<file path="config.mk">
export PLATFORM = sky130hd
export DESIGN_NAME = ring_delay
export DESIGN_NICKNAME = d
export VERILOG_FILES = /design/src/rtl/ring_delay.sv
export SDC_FILE = /design/constraint.sdc
export NUM_CORES = 1
export LEC_CHECK = 0
export CORE_ASPECT_RATIO = 0.6
export CORE_MARGIN = 2
export CORE_UTILIZATION = 35
export CTS_BUF_LIST = sky130_fd_sc_hd__clkbuf_4 sky130_fd_sc_hd__clkbuf_8
export DETAILED_ROUTE_END_ITERATION = 10
export SYNTH_ARGS = -nofsm -noshare
export SYNTH_HDL_FRONTEND = slang
export SYNTH_SLANG_ARGS = --single-unit
</file>
<file path="constraint.sdc">
create_clock -name clk -period 13.76 [get_ports clk]
set_input_delay 2.752 -clock clk [delete_from_list [all_inputs] [get_ports clk]]
set_output_delay 2.752 -clock clk [all_outputs]
set_load 0.01 [all_outputs]
</file>
<file path="src/rtl/ring_delay.sv">
// Programmable delay line on a circular buffer, advanced only on enabled cycles.
// Define RING_DELAY_VALID_EN to carry valid_in through the line alongside the data.
module ring_delay #(
  parameter int data_width = 24,
  parameter int max_delay  = 16
) (
  input  logic                        clk,
  input  logic                        rst,
  input  logic                        en,
  input  logic [$clog2(max_delay):0]  delay,
  input  logic [data_width-1:0]       data_in,
  input  logic                        valid_in,
  output logic [data_width-1:0]       data_out,
  output logic                        valid_out
);

  localparam int AW = $clog2(max_delay);
  localparam int DW = AW + 1;
  localparam logic [DW-1:0] MAXD = DW'(max_delay);

  function automatic logic [DW-1:0] clamp_delay(input logic [DW-1:0] d);
    if (d == '0)
      return DW'(1);
    else if (d > MAXD)
      return MAXD;
    else
      return d;
  endfunction

  logic [data_width-1:0] mem [max_delay];
  logic [AW-1:0]         wp;
  logic [DW-1:0]         fill;
  logic [DW-1:0]         dq;
  logic [DW-1:0]         dclamp;
  logic                  flush;
  logic                  primed;
  logic [AW-1:0]         ra;
  logic [data_width-1:0] rd;

  assign dclamp = clamp_delay(delay);
  assign flush  = (dclamp != dq);
  // Enough history exists once the current sample plus stored ones cover dq stages.
  assign primed = ((fill + DW'(1)) >= dq);
  // Entry wp-k holds the sample from k enabled cycles ago; dq=1 bypasses storage.
  assign ra     = wp - AW'(dq - DW'(1));
  assign rd     = (dq == DW'(1)) ? data_in : mem[ra];

  always_ff @(posedge clk) begin
    if (!rst && !flush && en)
      mem[wp] <= data_in;
  end

`ifdef RING_DELAY_VALID_EN
  logic vmem [max_delay];
  logic vrd;

  assign vrd = (dq == DW'(1)) ? valid_in : vmem[ra];

  always_ff @(posedge clk) begin
    if (!rst && !flush && en)
      vmem[wp] <= valid_in;
  end
`else
  logic vrd;
  logic unused_valid_in;

  assign vrd             = 1'b1;
  assign unused_valid_in = valid_in;
`endif

  always_ff @(posedge clk) begin
    if (rst) begin
      wp        <= '0;
      fill      <= '0;
      dq        <= dclamp;
      data_out  <= '0;
      valid_out <= 1'b0;
    end else if (flush) begin
      dq        <= dclamp;
      fill      <= '0;
      data_out  <= '0;
      valid_out <= 1'b0;
    end else if (en) begin
      wp        <= wp + AW'(1);
      fill      <= (fill == MAXD) ? fill : fill + DW'(1);
      data_out  <= primed ? rd : '0;
      valid_out <= primed & vrd;
    end
  end

endmodule

</file>
==> metrics.txt <==
Post-synth top cells=edfxtp_1, mux4_2, dfxtp_1; Slew headroom=23.1%; final setup vio count=0; Die ar.=49500 um^2; P per Cell Area=135 nW/um^2; Layout fillers=4102; global placer's final weighted congestion=0.706; Worst EP arrival=5.52 ns; area share of the largest cell type after synthesis=70.0%; Final Hold Viols=0; gr usage total=14.4%; Rows=between 60 and 70; Setup Total Neg Slack=0 ns; CTS H-tree depth=2; metal3 WL=about 1500 um; Max-cap violations=0; Mapped Cells=760; period utilisation layout=38.6%; fin crit period=5.31 ns; number of detailed-route iterations in the first pass=5; Ports=58; Post-CTS Resized=0; hold_buf cts=0; Core Area=46700 um^2; CP startpoint kind=input port; status=finished, final reports clean; share of layout cells above drive strength 1=between 20 and 30%; measured slew at the worst slew-check pin=1.15 ns; sequential area share after synthesis=74.0%; Setup CP Type=in2reg; count leader, synth=edfxtp_1; Hold WC Path Type=reg2reg; vias in the first global route=8308; Worst Slack Setup Final=8.45 ns; fraction of registers with async set/reset=0%; RSZ-0062 raised after global routing=no; CTS max path bufs=3; Yosys warning total=0; DP Wirelength=18400 um; top cells by area, synth=edfxtp_1, mux4_2, dfxtp_1; non-filler cells, final=roughly 1500; placed cells=1424; Post-CTS Setup Bufs=0; Post-Place Setup Slack=approximately 7.8 ns; Max VDD drop=0.0624 mV; CP endpoint kind=flop; Post-Syn Area=approximately 17000 um^2; Core Util, Final=between 40 and 50%; Post-synth EDFFs=389; Post-DRT Antenna Nets=0; largest net degree at the start of global routing=63; Die X=286 um; Synth Area per Inst=22.0 um^2; Yosys reg bits=423; initial antenna violation count=1; first-pass GRT wire length=53300 um; Starting Density=35.7%; Die Height=around 170 um; Netlist cell types=49; fmax=0.188 GHz; Slew Limit Fails=0; vias per inst=5.09; leak pwr=approximately 6.1 nW; grt total ovfl=0; Syn Nets=809; Critical Path RT=13.97 ns; top fanout value on the critical path=24; Met1 Routed Length=17300 um; CTS Buf Count=57; Area growth syn-to-layout=14.9%; count of input and output buffers=56; Initial DRC Count=around 630; CTS Root Cell=clkbuf_8; Yosys top cell by area=edfxtp_1; final WL=35400 um; clk_skew=0.0285 ns; wire per inst=23.1 um; wire length on met2=16100 um; routed via count=between 7000 and 8000; # DRC=0; Pwr Total=2.58 mW; CTS clk-pin slew, worst paths=0.08 ns; Max Used Layer=met4; clk_lat worst skew=0.61 ns; Sink Count=423; CTS tree=yes; final net count=902; top_reg_cell synth=edfxtp_1
-- worst paths after layout --
check / slack [ns] / depth (start not counted) / start / endpoint
max: 8.45 / 6 / delay[4] / mem[6][12]$_DFFE_PP_
min: 0.47 / 1 / data_out[5]$_SDFFE_PP0P_ / data_out[5]$_SDFFE_PP0P_
max reg2reg: 9.61 / 8 / dq[0]$_DFFE_PP_ / data_out[21]$_SDFFE_PP0P_
min reg2reg: 0.47 / 1 / data_out[5]$_SDFFE_PP0P_ / data_out[5]$_SDFFE_PP0P_
-- sequential cells by signal, indices dropped and copies added (netlist names) --
name and flops:
wp 4, dq 5, data_out 24, mem 384, fill 5, valid_out 1
-- logic make-up (layout without fill, tap and decap cells) --
logic type	Yosys count	count (layout)	synth area share, %
AOI/OAI and AO/OA	45	45	2.17
adders and majority gates	16	16	1.24
other	0	1	0
buffers and inverters	56	196	1.89
xor gates and xnor gates	11	11	0.779
muxes	146	146	17.8
and+or+nand+nor	63	63	2.05
DFF	423	423	74.0
-- metal layers --
layer	vias to the layer above	GRT usage, %
met2	171	21.6
met3	39	2.77
li1	3391	-
met4	0	3.27
met5	-	0
met1	4192	21.6
-- report_power, final --
group / switching (mW) / internal [mW]
registers: 0.00231 / 1.40
logic: 0.0981 / 0.104
clock network: 0.469 / 0.506
-- worst max-delay path, stage by stage --
cell             delay [ns]
clkdlybuf4s50_1        0.59
nand4bb_1              0.28
o22ai_1                0.27
o221ai_2               0.26
nor2_1                 0.41
and3_2                 0.93
-- cell type report --
| class | count | area [um^2] | share of cell area (%) |
|---|---|---|---|
| flip-flops and latches | 423 | 12400 | 64.4 |
| multi-input cells | 281 | 4100 | 21.4 |
| clock buffers | 82 | 997 | 5.20 |
| well taps | 630 | 788 | 4.11 |
| repair buffers | 74 | 696 | 3.63 |
| clock inverters | 24 | 171 | 0.894 |
| inverters | 16 | 60.1 | 0.313 |
| diodes | 1 | 2.50 | 0.0130 |
-- through the flow --
step | hold WS (ns) | cell area [um^2]
2_1_floorplan | 0.491 | 16700
3_3_place_gp | 0.448 | 18000
3_5_place_dp | 0.450 | 18000
4_1_cts | 0.466 | 19200
5_1_grt | 0.478 | 19200
6_report | 0.471 | 19200
-- layout by cell type, fill, tap and decap left out, types with 2 or more instances in the layout --
master           instances
edfxtp_1               389
mux4_2                 116
clkbuf_8                61
clkdlybuf4s50_1         56
dfxtp_1                 34
mux2i_1                 26
o2bb2ai_1               24
clkbuf_4                21
buf_4                   18
inv_1                   14
nor2_1                  14
ha_1                    13
clkinv_1                10
clkinv_2                 8
nand2_1                  7
nand3_1                  5
and3_1                   5
a21oi_1                  5
xnor2_1                  4
xor2_1                   4
nand3b_1                 4
and3_2                   4
nor3_2                   4
mux4_1                   4
nor2b_1                  3
o31ai_1                  3
nand2b_1                 3
o21ai_1                  3
clkinvlp_4               3
nor3_1                   2
inv_2                    2
o22ai_1                  2
nor2_4                   2
nor4_2                   2
nand4_1                  2
ha_4                     2
bufinv_16                2
Note: power is estimated with default switching activity, not from simulation.
